`config.mk`:
```
export PLATFORM = sky130hd
export DESIGN_NAME = div_issue_ctrl
export DESIGN_NICKNAME = d
export VERILOG_FILES = /design/src/rtl/div_ctrl_pkg.sv /design/src/rtl/div_special_chk.sv /design/src/rtl/div_issue_ctrl.sv
export SDC_FILE = /design/constraint.sdc
export NUM_CORES = 1
export LEC_CHECK = 0
export ABC_AREA = 1
export BUFFER_PORTS_ARGS = -buffer_cell sky130_fd_sc_hd__buf_2
export CAP_MARGIN = 30
export CORE_MARGIN = 4
export CORE_UTILIZATION = 30
export CTS_CLUSTER_DIAMETER = 200
export DETAILED_ROUTE_END_ITERATION = 6
export GPL_TIMING_DRIVEN = 0
export MAX_ROUTING_LAYER = met4
export PLACE_DENSITY = 0.52
export SYNTH_ARGS = -nofsm -noshare
export SYNTH_HDL_FRONTEND = slang
export SYNTH_SLANG_ARGS = --single-unit
```
`constraint.sdc`:
```
create_clock -name clock -period 19.5 [get_ports clock]
set_clock_uncertainty 0.15 [all_clocks]
set_input_delay 1.95 -clock clock [delete_from_list [all_inputs] [get_ports clock]]
set_output_delay 1.95 -clock clock [all_outputs]
set_load 0.01 [all_outputs]
```
`src/rtl/div_ctrl_pkg.sv`:
```
// -----------------------------------------------------------------------------
// div_ctrl_pkg
// Shared definitions for the divider issue controller:
//   - M-extension divide op encoding (low two bits of req_op, plus the W bit)
//   - controller FSM state type
//   - signedness encoding expected by the iterative divider
//   - small helpers for decoding ops and sign-extending 32-bit values
// -----------------------------------------------------------------------------
package div_ctrl_pkg;

    localparam logic [1:0] OP_DIV  = 2'b00;
    localparam logic [1:0] OP_DIVU = 2'b01;
    localparam logic [1:0] OP_REM  = 2'b10;
    localparam logic [1:0] OP_REMU = 2'b11;

    // Bit position of the W-form flag inside req_op.
    localparam int unsigned OP_W = 2;

    localparam logic [1:0] DIV_SIGNED   = 2'b11;
    localparam logic [1:0] DIV_UNSIGNED = 2'b00;

    typedef enum logic [1:0] {
        ST_IDLE,
        ST_ISSUE,
        ST_WAIT,
        ST_RESP
    } div_state_e;

    // DIV/REM are signed, DIVU/REMU are unsigned.
    function automatic logic op_is_signed(input logic [1:0] func);
        return ~func[0];
    endfunction

    // REM/REMU return the remainder, DIV/DIVU the quotient.
    function automatic logic op_is_rem(input logic [1:0] func);
        return func[1];
    endfunction

    function automatic logic [63:0] sext32(input logic [31:0] v);
        return {{32{v[31]}}, v};
    endfunction

endpackage

```
`src/rtl/div_special_chk.sv`:
```
// -----------------------------------------------------------------------------
// div_special_chk
// Combinational detection of the architectural divide special cases, which
// are resolved without running the iterative divider.
//   dividend, divisor : prepared (W-form already sign/zero-extended) operands
//   is_signed, is_w   : operation signedness and 32-bit form
//   is_div0           : divisor is zero
//   is_ovf            : signed most-negative / -1 overflow
//   spec_q, spec_r    : quotient/remainder pair for whichever case applies
//                       (divide-by-zero takes priority)
// -----------------------------------------------------------------------------
module div_special_chk
    import div_ctrl_pkg::*;
#(
    parameter int XLEN = 64
) (
    input  logic [XLEN-1:0] dividend,
    input  logic [XLEN-1:0] divisor,
    input  logic            is_signed,
    input  logic            is_w,
    output logic            is_div0,
    output logic            is_ovf,
    output logic [XLEN-1:0] spec_q,
    output logic [XLEN-1:0] spec_r
);

    logic [XLEN-1:0] most_neg;

    always_comb begin
        most_neg = is_w ? sext32(32'h8000_0000) : {1'b1, {(XLEN-1){1'b0}}};

        is_div0  = (divisor == '0);
        // A prepared W-form -1 is all ones, so one compare covers both widths.
        is_ovf   = is_signed && (dividend == most_neg) && (divisor == '1);

        if (is_div0) begin
            spec_q = '1;
            // The remainder is the dividend reported as a sign-extended word,
            // even for REMUW whose prepared dividend is zero-extended.
            spec_r = is_w ? sext32(dividend[31:0]) : dividend;
        end else begin
            spec_q = dividend;
            spec_r = '0;
        end
    end

endmodule

```
`src/rtl/div_issue_ctrl.sv`:
```
// -----------------------------------------------------------------------------
// div_issue_ctrl
// Sequencing controller between the EXU and the iterative radix-2 divider.
// Accepts RISC-V M-extension divide/remainder ops, resolves divide-by-zero and
// signed overflow locally, runs everything else through the divider with
// operands held stable, and returns the 64-bit rd value over valid/ready.
// A one-entry quotient/remainder cache lets a DIV followed by the matching
// REM (or vice versa) complete without a second divider run.
//
// Ports:
//   clock, reset          clock, asynchronous active-high reset
//   req_valid/req_ready   op request handshake
//   req_op                [2]=W-form, [1:0]=DIV/DIVU/REM/REMU
//   req_src1, req_src2    dividend, divisor
//   flush                 kill the in-flight op
//   resp_valid/resp_ready result handshake, resp_data = final rd value
//   div_valid, div_flush  divider start / abort
//   div_w, div_signed     divider mode (32-bit, 2'b11 signed / 2'b00 unsigned)
//   div_dividend/divisor  operands, held from ISSUE through WAIT
//   div_ready             divider idle
//   div_out_valid         divider result pulse with div_quotient/div_remainder
// -----------------------------------------------------------------------------
module div_issue_ctrl
    import div_ctrl_pkg::*;
#(
    parameter int XLEN     = 64,
    parameter bit CACHE_EN = 1'b1
) (
    input  logic            clock,
    input  logic            reset,

    input  logic            req_valid,
    output logic            req_ready,
    input  logic [2:0]      req_op,
    input  logic [XLEN-1:0] req_src1,
    input  logic [XLEN-1:0] req_src2,
    input  logic            flush,

    output logic            resp_valid,
    input  logic            resp_ready,
    output logic [XLEN-1:0] resp_data,

    output logic            div_valid,
    output logic            div_flush,
    output logic            div_w,
    output logic [1:0]      div_signed,
    output logic [XLEN-1:0] div_dividend,
    output logic [XLEN-1:0] div_divisor,
    input  logic            div_ready,
    input  logic            div_out_valid,
    input  logic [XLEN-1:0] div_quotient,
    input  logic [XLEN-1:0] div_remainder
);

    div_state_e      state;
    logic            issue_q;
    logic            rem_q;

    logic            req_is_w;
    logic            req_signed;
    logic            req_rem;
    logic [XLEN-1:0] prep_a;
    logic [XLEN-1:0] prep_b;
    logic            accept;

    logic            chk_div0;
    logic            chk_ovf;
    logic [XLEN-1:0] spec_q;
    logic [XLEN-1:0] spec_r;

    logic            c_valid;
    logic [XLEN-1:0] c_dividend;
    logic [XLEN-1:0] c_divisor;
    logic            c_signed;
    logic            c_w;
    logic [XLEN-1:0] c_quot;
    logic [XLEN-1:0] c_rem;
    logic            cache_hit;
    logic [XLEN-1:0] cache_val;

    logic [XLEN-1:0] fix_q;
    logic [XLEN-1:0] fix_r;

    // Request decode and operand preparation.
    always_comb begin
        req_is_w   = req_op[OP_W];
        req_signed = op_is_signed(req_op[1:0]);
        req_rem    = op_is_rem(req_op[1:0]);
        if (req_is_w) begin
            prep_a = req_signed ? sext32(req_src1[31:0]) : {32'h0, req_src1[31:0]};
            prep_b = req_signed ? sext32(req_src2[31:0]) : {32'h0, req_src2[31:0]};
        end else begin
            prep_a = req_src1;
            prep_b = req_src2;
        end
    end

    always_comb begin
        req_ready = (state == ST_IDLE) && div_ready && !flush;
        accept    = req_ready && req_valid;
        // The start pulse is registered, but a flush arriving in ISSUE must
        // still keep it from reaching the divider.
        div_valid = issue_q && !flush;
    end

    div_special_chk #(
        .XLEN (XLEN)
    ) u_special_chk (
        .dividend  (prep_a),
        .divisor   (prep_b),
        .is_signed (req_signed),
        .is_w      (req_is_w),
        .is_div0   (chk_div0),
        .is_ovf    (chk_ovf),
        .spec_q    (spec_q),
        .spec_r    (spec_r)
    );

    always_comb begin
        cache_hit = CACHE_EN && c_valid
                    && (c_dividend == prep_a) && (c_divisor == prep_b)
                    && (c_signed == req_signed) && (c_w == req_is_w);
        cache_val = req_rem ? c_rem : c_quot;
    end

    // The divider zero-extends W-form results; rd wants them sign-extended.
    always_comb begin
        fix_q = div_w ? sext32(div_quotient[31:0])  : div_quotient;
        fix_r = div_w ? sext32(div_remainder[31:0]) : div_remainder;
    end

    always_ff @(posedge clock or posedge reset) begin
        if (reset) begin
            state        <= ST_IDLE;
            issue_q      <= 1'b0;
            rem_q        <= 1'b0;
            resp_valid   <= 1'b0;
            resp_data    <= '0;
            div_flush    <= 1'b0;
            div_w        <= 1'b0;
            div_signed   <= DIV_UNSIGNED;
            div_dividend <= '0;
            div_divisor  <= '0;
            c_valid      <= 1'b0;
            c_dividend   <= '0;
            c_divisor    <= '0;
            c_signed     <= 1'b0;
            c_w          <= 1'b0;
            c_quot       <= '0;
            c_rem        <= '0;
        end else begin
            issue_q   <= 1'b0;
            div_flush <= 1'b0;

            case (state)
                ST_IDLE: begin
                    if (accept) begin
                        div_dividend <= prep_a;
                        div_divisor  <= prep_b;
                        div_w        <= req_is_w;
                        div_signed   <= req_signed ? DIV_SIGNED : DIV_UNSIGNED;
                        rem_q        <= req_rem;
                        if (chk_div0 || chk_ovf) begin
                            resp_data  <= req_rem ? spec_r : spec_q;
                            resp_valid <= 1'b1;
                            state      <= ST_RESP;
                        end else if (cache_hit) begin
                            resp_data  <= cache_val;
                            resp_valid <= 1'b1;
                            state      <= ST_RESP;
                        end else begin
                            issue_q <= 1'b1;
                            state   <= ST_ISSUE;
                        end
                    end
                end

                ST_ISSUE: begin
                    state <= flush ? ST_IDLE : ST_WAIT;
                end

                ST_WAIT: begin
                    if (flush) begin
                        // Flush beats a coincident result pulse: nothing is
                        // returned and the cache keeps its old contents.
                        div_flush <= 1'b1;
                        state     <= ST_IDLE;
                    end else if (div_out_valid) begin
                        resp_data  <= rem_q ? fix_r : fix_q;
                        resp_valid <= 1'b1;
                        state      <= ST_RESP;
                        if (CACHE_EN) begin
                            c_valid    <= 1'b1;
                            c_dividend <= div_dividend;
                            c_divisor  <= div_divisor;
                            c_signed   <= (div_signed == DIV_SIGNED);
                            c_w        <= div_w;
                            c_quot     <= fix_q;
                            c_rem      <= fix_r;
                        end
                    end
                end

                ST_RESP: begin
                    if (flush || resp_ready) begin
                        resp_valid <= 1'b0;
                        state      <= ST_IDLE;
                    end
                end

                default: begin
                    resp_valid <= 1'b0;
                    state      <= ST_IDLE;
                end
            endcase
        end
    end

endmodule

```
Word-level counts from Yosys, hierarchy flattened
Index checks and enable logic that the tools add are counted.

Bits in registers: 460. Logic and storage cells: 98. Input port bits: 266. Output and inout port bits: 199.

Mux-type cells: 41. Reduce and logical (&&, ||, !) cells: 22. Equality and inequality tests: 16. Bitwise gates (word level): 2.

Operator list (count): 64-bit two-way mux (17); 64-bit equality test (3); 64-bit one-hot mux with 2 select lines (1); 64-bit equality test (second input constant) (1); 64-bit zero test (1); 63-bit two-way mux (1); 2-bit two-way mux (8); 1-bit two-way mux (12); 1-bit logical AND (10); 2-bit != test (second input constant) (4); 2-bit one-hot mux with 4 select lines (1); 2-bit equality test (second input constant) (3); 3-bit AND reduction (2); 6-bit AND reduction (1); 5-bit AND reduction (1); 3-bit by 2-bit != test with 1-bit output (second input constant) (1); 3-bit != test (second input constant) (1); 1-bit one-hot mux with 3 select lines (1); 3-bit nonzero test (1); 1-bit equality test (2); 2-bit by 1-bit equality test with 1-bit output (second input constant) (1); 2-bit zero test (1); 1-bit logical OR (2); 1-bit NOT (2); 3 further kinds (3).

Longest topological paths before layout
Gate-level depths: netlist (run 1).

Depth in word-level cells: 11. Gate-level depth with buffers: 21. Gate-level depth less buffers: 17.

Modules after synthesis
From an unflattened synthesis (run 1), not the netlist that was laid out.

Cell total of the unflattened synthesis: 3624. Area total of the unflattened synthesis: 25368.1 um^2.

By module, submodules not included: div_issue_ctrl (sequential area each 11486.0 um^2, cells an instance 3163, area each 23513.8 um^2, instances 1); div_special_chk (sequential area each 0.0 um^2, cells an instance 461, area each 1854.3 um^2, instances 1).

Worst setup path after synthesis (run 1)
No wires, ideal clock.

Kind: input to output. From: input port flush. To: output port req_ready. Arrival time: 2.302 ns. Cell stages on the path: 3. Data required time: 17.400 ns. Setup slack: 15.098 ns. Cells stage by stage: inv_1 > nand2_1 > nor2_1.

Longest elaborated chain between the ends: 2.

RTL lines: start, declared (line div_issue_ctrl.sv:37) `input logic flush,`; 1-bit zero test (line div_issue_ctrl.sv:99) `req_ready = (state == ST_IDLE) && div_ready && !flush;`; 1-bit logical AND (line div_issue_ctrl.sv:99); end, declared (line div_issue_ctrl.sv:33) `output logic req_ready,`.

No other way between the ends.

Final worst setup path (run 1)
Ends and elaborated chain as after synthesis.

==> flow_metrics.env, run 1 <==
export IMPL_cpPeakStageDelay_ns=0.40
export IMPL_worstSetupPathType="primary input to output port"
export IMPL_ctsHtreeMaxLevel=2
export IMPL_setup_viol=0
export IMPL_synth_most_common_cell="nand2_1"
export IMPL_timing_slew_headroom_pct=32.0
export IMPL_synthArstFlopShare_pct=100
export IMPL_p_leak_nw=16.3
export IMPL_start_util_pct=30.4
export IMPL_path_clk_slew_ns=0.06
export IMPL_synth_area_top_cells="dfrtp_1 47%, nand2_1 24%, o21ai_0 8.4%"
export IMPL_fmax_mhz=195
export IMPL_antenna_left=0
export IMPL_postSynthCellCount=3541
export IMPL_drv_slew=0
export IMPL_cts_buffers=56
export IMPL_min_path_cells=2
export IMPL_met2_usage_pct=41.3
export IMPL_fp_dieArea_mm2=0.0864
export IMPL_drt_iter0_drc=1882
export IMPL_cpMaxStageDelayCell="nor2_1"
export IMPL_clk_latency_ns=0.62
export IMPL_cp_common_cell="buf_2"
export IMPL_hold_buffers=0
export IMPL_rr_worst_depth=8
export IMPL_grt_overflow=0
export IMPL_area_delta_synth_final_pct=23.5
export IMPL_avgSynthCellArea_um2=6.93
export IMPL_ys_warn_count=0
export IMPL_synth_nets=3807
export IMPL_status="complete, no violations"
export IMPL_pin_count=465
export IMPL_placed_cell_area_mm2=0.0284
export IMPL_wl_mm=114
export IMPL_cts_buffer_depth=3
export IMPL_synth_cell_types=36
export IMPL_grt_util_met3_pct=4.19
export IMPL_routed_via_density=4.96
export IMPL_synth_edf_count=0
export IMPL_period_share_pct=26.3
export IMPL_design_area_mm2=0.0303
export IMPL_fp_dieH_um=294
export IMPL_cts_root_buffer="clkbuf_16"
export IMPL_path_cells="buf_2 -> inv_1 -> nand2_1 -> nor2_1 -> buf_2"
export IMPL_end_kind="output port"
export IMPL_cts_resized=0
export IMPL_p_per_area_mw_per_mm2=148
export IMPL_synth_seq_cells=459
export IMPL_use_met1_pct=35.0
export IMPL_start_kind="primary input"
export IMPL_io_buffers=464
export IMPL_cp_max_fo=5
export IMPL_avgRoutedWirePerCell_um=22.0
export IMPL_fin_tns_setup_ns=0
export IMPL_grt_pass1_vias=25000
export IMPL_antenna_found_initial=11
export IMPL_postCtsSetupBuffers=0
export IMPL_grt_usage_pct=26.5
export IMPL_cts_sinks=459
export IMPL_core_area_mm2=0.0808
export IMPL_drt_first_pass_iters=5
export IMPL_ys_seq_area_share_pct=46.8
export IMPL_grt_max_degree=110
export IMPL_min_path_type="flip-flop to flip-flop"
export IMPL_chipWidth_um=294
export IMPL_gp_congestion=0.946
export IMPL_yosysTopAreaCell="dfrtp_1"
export IMPL_globalRoute_busiestLayer="met2"
export IMPL_synth_top_area_share_pct=46.8
export IMPL_final_net_count=4338
export IMPL_drv_cap=0
export IMPL_worst_ep_arrival_time_ns=3.02
export IMPL_rows=104
export IMPL_post_dp_hpwl_mm=88.7
export IMPL_ys_flop_type="dfrtp_1"
export IMPL_drive_above_1_share_pct=15.3
export IMPL_synth_common_cells="1581 x nand2_1, 459 x dfrtp_1, 414 x o21ai_0, 298 x inv_1, 204 x nand3_1"
export IMPL_rsz0062_at_grt="no"
export IMPL_cts_tree="yes"
export IMPL_drcViolationCount=0
export IMPL_critPathRequiredTime_ns=17.40
export IMPL_worst_pin_slew_ns=1.02
export IMPL_ir_worst_vdd_mv=0.0624
export IMPL_timing_hold_violations_final=0
export IMPL_grt_pass1_wl_mm=165
export IMPL_num_vias=25700
export IMPL_syn_area_mm2=0.0245
export IMPL_finalCriticalPeriod_ns=5.12
[worst max-delay path, delay by kind of cell]
kind | cells | cell delay (ns)
and+or+nand+nor | 2 | 0.47
buffers and inverters | 3 | 0.58
[path summary, 6_finish.rpt]
check                         start         endpoint  slack [ns]
max                           flush        req_ready       14.38
min                         c_valid          c_valid        0.30
max reg2reg                state[0]       c_quot[26]       15.47
min reg2reg                 c_valid          c_valid        0.30
max in group asynchronous     reset    resp_data[36]       16.14
min in group asynchronous     reset  div_divisor[50]        1.29
[kinds of logic after synthesis]
| group | after synthesis | share of synthesized area, % |
|---|---|---|
| AND/OR/NAND/NOR | 1978 | 31.9 |
| AO/OA/AOI/OAI | 578 | 12.2 |
| buffers and inverters | 508 | 8.39 |
| flip-flops | 459 | 46.8 |
| XOR/XNOR | 15 | 0.536 |
| multiplexers | 3 | 0.122 |
[power by group]
group / total (W) / internal [W] / switching [W]
clock: 0.00110 / 0.000655 / 0.000445
combinational: 0.00170 / 0.000575 / 0.00112
sequential: 0.00168 / 0.00139 / 0.000285
[cell type report]
cell class | count | area, um2
clock inverters | 18 | 218
fillers | 8921 | 50500
multi-input cells | 2574 | 11000
plain buffers | 202 | 911
well taps | 1060 | 1330
repair buffers | 473 | 2520
diodes | 9 | 22.5
clock buffers | 83 | 1670
flip-flops and latches | 459 | 11500
inverters | 306 | 1160
[metrics by stage]
step                utilization [%]  std cells  setup slack (ns)  power, W  hold slack (ns)
global placement               34.9       5065             -2.06   0.00336            0.282
finish                         37.5       5184             14.38   0.00448            0.299
CTS                            37.5       5175             14.44   0.00450            0.303
detailed placement             35.1       5074             13.82   0.00338            0.290
floorplan                         -       3541              4.60   0.00264            0.272
global route                   37.5       5183             14.25   0.00480            0.330
[registers in the layout (all words and copies together) (netlist names), 2 cells and up]
name and flops:
c_quot 64, resp_data 64, div_dividend 64, state 2, div_divisor 64, c_divisor 64
c_rem 64, c_dividend 64
[layer usage]
layer,routed length (um),vias up,share of wire [%]
met5,0,-,0
met4,4720,0,4.1
met3,7010,200,6.1
met2,52500,890,46
met1,49900,12400,44
li1,-,12200,-
[cells in the final DEF (no fill, tap or decap), drive strengths merged, types with 9 or more instances in the layout]
master,n
nand3,205
nand4,15
o21ai,442
o211ai,30
or2,12
clkbuf,231
a21oi,98
nand2,1586
inv,304
buf,527
clkinv,14
xnor2,12
nor2,143
diode,9
dfrtp,459
nor3,15
(Power assumes the default switching activity.)
==> run 2, diff against run 1 <==
PLACE_DENSITY = 0.54   (was 0.52)
clock period = 4.45 ns   (was 19.5 ns; I/O delays follow)
==> flow_metrics.env, run 2 (synthesis gave the netlist of run 1 again) <==
export IMPL_io_buffers=464
export IMPL_cp_endpoint="c_quot[26]"
export IMPL_fp_dieArea_mm2=0.0864
export IMPL_min_path_cells=3
export IMPL_finalCriticalPeriod_ns=4.06
export IMPL_status="complete, no violations"
export IMPL_area_delta_synth_final_pct=27.9
export IMPL_core_area_mm2=0.0808
export IMPL_drv_slew=0
export IMPL_rr_endpoint="c_quot[26]"
export IMPL_grt_pass1_vias=25900
export IMPL_worst_ep_arrival_time_ns=4.46
export IMPL_design_area_mm2=0.0314
export IMPL_postCtsSetupBuffers=0
export IMPL_grt_max_degree=40
export IMPL_cp_max_fo=10
export IMPL_min_from="req_src1[3]"
export IMPL_rsz0062_at_grt="no"
export IMPL_rows=104
export IMPL_p_sw_w=0.00820
export IMPL_fp_dieH_um=294
export IMPL_critPathRequiredTime_ns=4.85
export IMPL_antenna_found_initial=9
export IMPL_timing_slew_headroom_pct=34.6
export IMPL_final_net_count=4443
export IMPL_seqPwrFrac_pct=37.4
export IMPL_timing_hold_violations_final=0
export IMPL_final_common_cell="nand2_1"
export IMPL_cts_buffers=55
export IMPL_fin_tns_setup_ns=0
export IMPL_avgRoutedWirePerCell_um=21.7
export IMPL_drt_first_pass_iters=6
export IMPL_cts_root_buffer="clkbuf_16"
export IMPL_p_per_area_mw_per_mm2=627
export IMPL_grt_overflow=0
export IMPL_drcViolationCount=0
export IMPL_setup_viol=0
export IMPL_ctsHtreeMaxLevel=2
export IMPL_wl_mm=115
export IMPL_period_share_pct=91.3
export IMPL_antenna_left=0
export IMPL_clk_latency_ns=0.61
export IMPL_gp_congestion=0.967
export IMPL_start_kind="flip-flop"
export IMPL_grt_pass1_wl_mm=168
export IMPL_fmax_mhz=246
export IMPL_end_kind="flip-flop"
export IMPL_pwr_share_comb_pct=38.5
export IMPL_cts_sinks=459
export IMPL_cts_resized=0
export IMPL_drt_iter0_drc=2121
export IMPL_start_util_pct=30.4
export IMPL_worstReg2RegStart="state[0]"
export IMPL_worstSetupPathType="flip-flop to flip-flop"
export IMPL_crit_path_start="state[0]"
export IMPL_rr_worst_depth=8
export IMPL_pin_count=465
export IMPL_placed_cell_area_mm2=0.0285
export IMPL_cts_buffer_depth=3
export IMPL_p_int_w=0.0115
export IMPL_clkPwrFrac_pct=24.1
export IMPL_cts_tree="yes"
export IMPL_drive_above_1_share_pct=15.1
export IMPL_min_path_type="primary input to flip-flop"
export IMPL_sw_frac_of_total_pct=41.7
export IMPL_post_dp_hpwl_mm=88.9
export IMPL_fillerInstances=8785
export IMPL_chipWidth_um=294
export IMPL_fin_hold_ws_ns=0.0275
export IMPL_worst_pin_slew_ns=0.981
export IMPL_r2r_slack_ns=0.39
export IMPL_grt_usage_pct=26.6
export IMPL_ir_worst_vdd_mv=0.258
export IMPL_finalPower_w=0.0197
export IMPL_num_vias=26100
export IMPL_path_clk_slew_ns=0.06
export IMPL_p_leak_nw=16.8
export IMPL_drv_cap=0
export IMPL_routed_via_density=4.93
export IMPL_most_common_layout_cells="1581 x nand2_1, 487 x buf_2, 459 x dfrtp_1"
==> run 2: routing by layer <==
layer,routed length [um],track usage (%),vias up,part of all wire (%)
li1,-,-,12400,-
met3,8240,4.91,223,7.2
met5,0,-,-,0
met1,48500,33.9,12500,42
met2,52900,42.3,921,46
met4,5150,10.3,0,4.5
==> run 2: per-stage QoR <==
stage	setup WS (ns)	utilization, %	std cells
2_1_floorplan	-2.36	-	3541
3_3_place_gp	-5.84	34.9	5065
3_5_place_dp	0.333	35.3	5083
4_1_cts	0.416	38.8	5280
5_1_grt	0.278	38.8	5288
6_report	0.389	38.8	5289
==> run 2: area by class of cell <==
class / instances / area [um2] / area share, %
Sequential cell: 459 / 11500 / 36.6
Multi-Input combinational cell: 2574 / 11000 / 35.0
Timing Repair Buffer: 579 / 3630 / 11.6
Clock buffer: 76 / 1600 / 5.09
Tap cell: 1060 / 1330 / 4.23
Inverter: 306 / 1150 / 3.67
Buffer: 202 / 911 / 2.90
Clock inverter: 24 / 258 / 0.822
Antenna cell: 9 / 22.5 / 0.0718
==> run 2: power groups by stage <==
stage | clock network (W) | registers, W | logic (W)
floorplan | 0 | 0.00749 | 0.00409
global placement | 0 | 0.00737 | 0.00734
detailed placement | 0 | 0.00738 | 0.00748
CTS | 0.00480 | 0.00733 | 0.00758
global route | 0.00498 | 0.00759 | 0.00851
finish | 0.00474 | 0.00736 | 0.00758
==> run 2: what timing repair did <==
item,in CTS,in global routing
hold buffers,97,0
endpoints found under the setup margin,0,0
endpoints found under the hold margin,122,0
==> run 2: worst min path at each step <==
stage | slack (ns) | end
5_1_grt | 0.02 | div_divisor[17]
6_report | 0.03 | div_dividend[3]
3_3_place_gp | 0.28 | c_valid
3_5_place_dp | 0.30 | c_valid
4_1_cts | 0.003 | div_dividend[7]
2_1_floorplan | 0.27 | c_valid
==> run 2: worst max-delay path, cell delays in order (launching register included) <==
cell	delay (ns)
dfrtp_1	0.43
nor2_1	0.64
inv_2	0.30
nor3_2	0.80
clkbuf_1	0.47
buf_8	0.24
clkbuf_1	0.72
nand2_1	0.12
nand2_1	0.11
==> run 3, diff against run 2 <==
RECOVER_POWER = 50   (was default)
==> flow_metrics.env, run 3 (synthesis gave the netlist of run 1 again) <==
export IMPL_fmax_mhz=244
export IMPL_min_to="div_divisor[25]"
export IMPL_start_kind="flip-flop"
export IMPL_rr_worst_depth=8
export IMPL_grt_max_degree=40
export IMPL_worstReg2RegStart="state[0]"
export IMPL_cp_max_fo=10
export IMPL_worst_ep_arrival_time_ns=4.49
export IMPL_fp_dieH_um=294
export IMPL_hold_buffers=97
export IMPL_p_sw_w=0.00821
export IMPL_placed_cell_area_mm2=0.0285
export IMPL_pin_count=465
export IMPL_p_leak_nw=16.1
export IMPL_r2r_slack_ns=0.36
export IMPL_drv_slew=107
export IMPL_dp_cells=5083
export IMPL_drcViolationCount=0
export IMPL_cts_buffer_depth=3
export IMPL_p_int_w=0.0112
export IMPL_sw_frac_of_total_pct=42.2
export IMPL_fp_dieArea_mm2=0.0864
export IMPL_seqPwrFrac_pct=38.0
export IMPL_start_util_pct=30.4
export IMPL_min_path_type="primary input to flip-flop"
export IMPL_seq_area_mm2=0.0115
export IMPL_final_net_count=4443
export IMPL_drive_above_1_share_pct=10.4
export IMPL_rr_endpoint="c_quot[28]"
export IMPL_cts_resized=0
export IMPL_core_area_mm2=0.0808
export IMPL_finalCriticalPeriod_ns=4.09
export IMPL_post_dp_hpwl_mm=88.9
export IMPL_clkPwrFrac_pct=24.3
export IMPL_rows=104
export IMPL_end_kind="flip-flop"
export IMPL_io_buffers=464
export IMPL_setup_viol=0
export IMPL_drt_iter0_drc=2043
export IMPL_cts_root_buffer="clkbuf_16"
export IMPL_path_clk_slew_ns=0.06
export IMPL_wl_mm=115
export IMPL_worst_pin_slew_ns=2.21
export IMPL_cts_buffers=55
export IMPL_design_area_mm2=0.0311
export IMPL_antenna_found_initial=9
export IMPL_rsz0062_at_grt="no"
export IMPL_status="finished, violations left"
export IMPL_min_path_cells=3
export IMPL_drt_first_pass_iters=6
export IMPL_fillerInstances=8860
export IMPL_clk_latency_ns=0.61
export IMPL_grt_pass1_wl_mm=168
export IMPL_crit_path_start="state[0]"
export IMPL_fin_ws_ns=0.359
export IMPL_timing_slew_headroom_pct=-47.2
export IMPL_avgRoutedWirePerCell_um=21.7
export IMPL_violations="capacitance limit, slew limit"
export IMPL_critPathRequiredTime_ns=4.85
export IMPL_worstSetupPathType="flip-flop to flip-flop"
export IMPL_routed_via_density=4.93
export IMPL_cts_tree="yes"
export IMPL_chipWidth_um=294
export IMPL_p_per_area_mw_per_mm2=626
export IMPL_pre_cts_ws_ns=0.333
export IMPL_drv_cap=3
export IMPL_multi_input_area_mm2=0.0110
export IMPL_grt_usage_pct=26.6
export IMPL_grt_pass1_vias=25900
export IMPL_grt_overflow=0
export IMPL_area_delta_synth_final_pct=26.7
export IMPL_timing_hold_violations_final=0
export IMPL_postCtsSetupBuffers=0
export IMPL_final_common_cell="nand2_1"
export IMPL_ir_worst_vdd_mv=0.259
export IMPL_period_share_pct=91.9
export IMPL_num_vias=26100
export IMPL_antenna_left=0
export IMPL_most_common_layout_cells="1581 x nand2_1, 459 x dfrtp_1, 414 x o21ai_0"
export IMPL_min_from="req_src2[25]"
export IMPL_ctsHtreeMaxLevel=2
export IMPL_cts_sinks=459
export IMPL_final_cells=5290
export IMPL_pwr_share_comb_pct=37.7
export IMPL_gp_congestion=0.967
## run 3: changes by cell type in the layout (fill, tap and decap cells not counted), sizes merged
cell	change
diode	+1
buf	-201
dlymetal6s4s	+1
clkbuf	+199
dlymetal6s2s	+1
## run 3: area by class of cell
type	count	area share, %
Tap cell	1060	4.27
Inverter	306	3.70
Timing Repair Buffer	579	10.7
Sequential cell	459	37.0
Clock buffer	76	5.14
Buffer	202	2.93
Antenna cell	10	0.0805
Clock inverter	24	0.829
Multi-Input combinational cell	2574	35.4
## run 3: power groups by stage
| stage | logic, W | registers [W] | clock network [W] |
|---|---|---|---|
| floorplan | 0.00409 | 0.00749 | 0 |
| global placement | 0.00734 | 0.00737 | 0 |
| detailed placement | 0.00748 | 0.00738 | 0 |
| CTS | 0.00758 | 0.00733 | 0.00480 |
| global route | 0.00828 | 0.00761 | 0.00498 |
| finish | 0.00733 | 0.00739 | 0.00473 |
## run 3: worst max-delay path, cell delays in order, from the launching register on
cell and delay (ns):
dfrtp_1 0.42, nor2_1 0.66, inv_2 0.31, nor3_2 0.81
clkbuf_1 0.47, buf_8 0.24, clkbuf_1 0.72, nand2_1 0.12
nand2_1 0.10
## run 3: per-stage QoR
stage	setup TNS [ns]	hold slack [ns]	utilization, %	total power (W)
finish	0	0.0254	38.5	0.0195
global route	0	0.0190	38.5	0.0209
CTS	0	0.00256	38.8	0.0197
detailed placement	0	0.295	35.3	0.0149
global placement	-2644.05	0.283	34.9	0.0147
floorplan	-1081.41	0.272	-	0.0116
## run 3: metal layers
| metal | track usage (%) | part of all wire [%] | vias up |
|---|---|---|---|
| met5 | - | 0 | - |
| met4 | 10.3 | 4.5 | 0 |
| met3 | 4.91 | 7.2 | 225 |
| met2 | 42.3 | 46 | 936 |
| met1 | 33.9 | 42 | 12500 |
| li1 | - | - | 12400 |
## run 3: worst max-delay path by stage
| stage | slack (ns) | cells past startpoint | end |
|---|---|---|---|
| global route | 0.14 | 7 | resp_data[58] |
| finish | 0.36 | 8 | c_quot[28] |
| detailed placement | 0.33 | 18 | resp_data[11] |
| CTS | 0.42 | 8 | c_quot[28] |
| floorplan | -2.36 | 1 | c_dividend[0] |
| global placement | -5.84 | 2 | resp_data[38] |
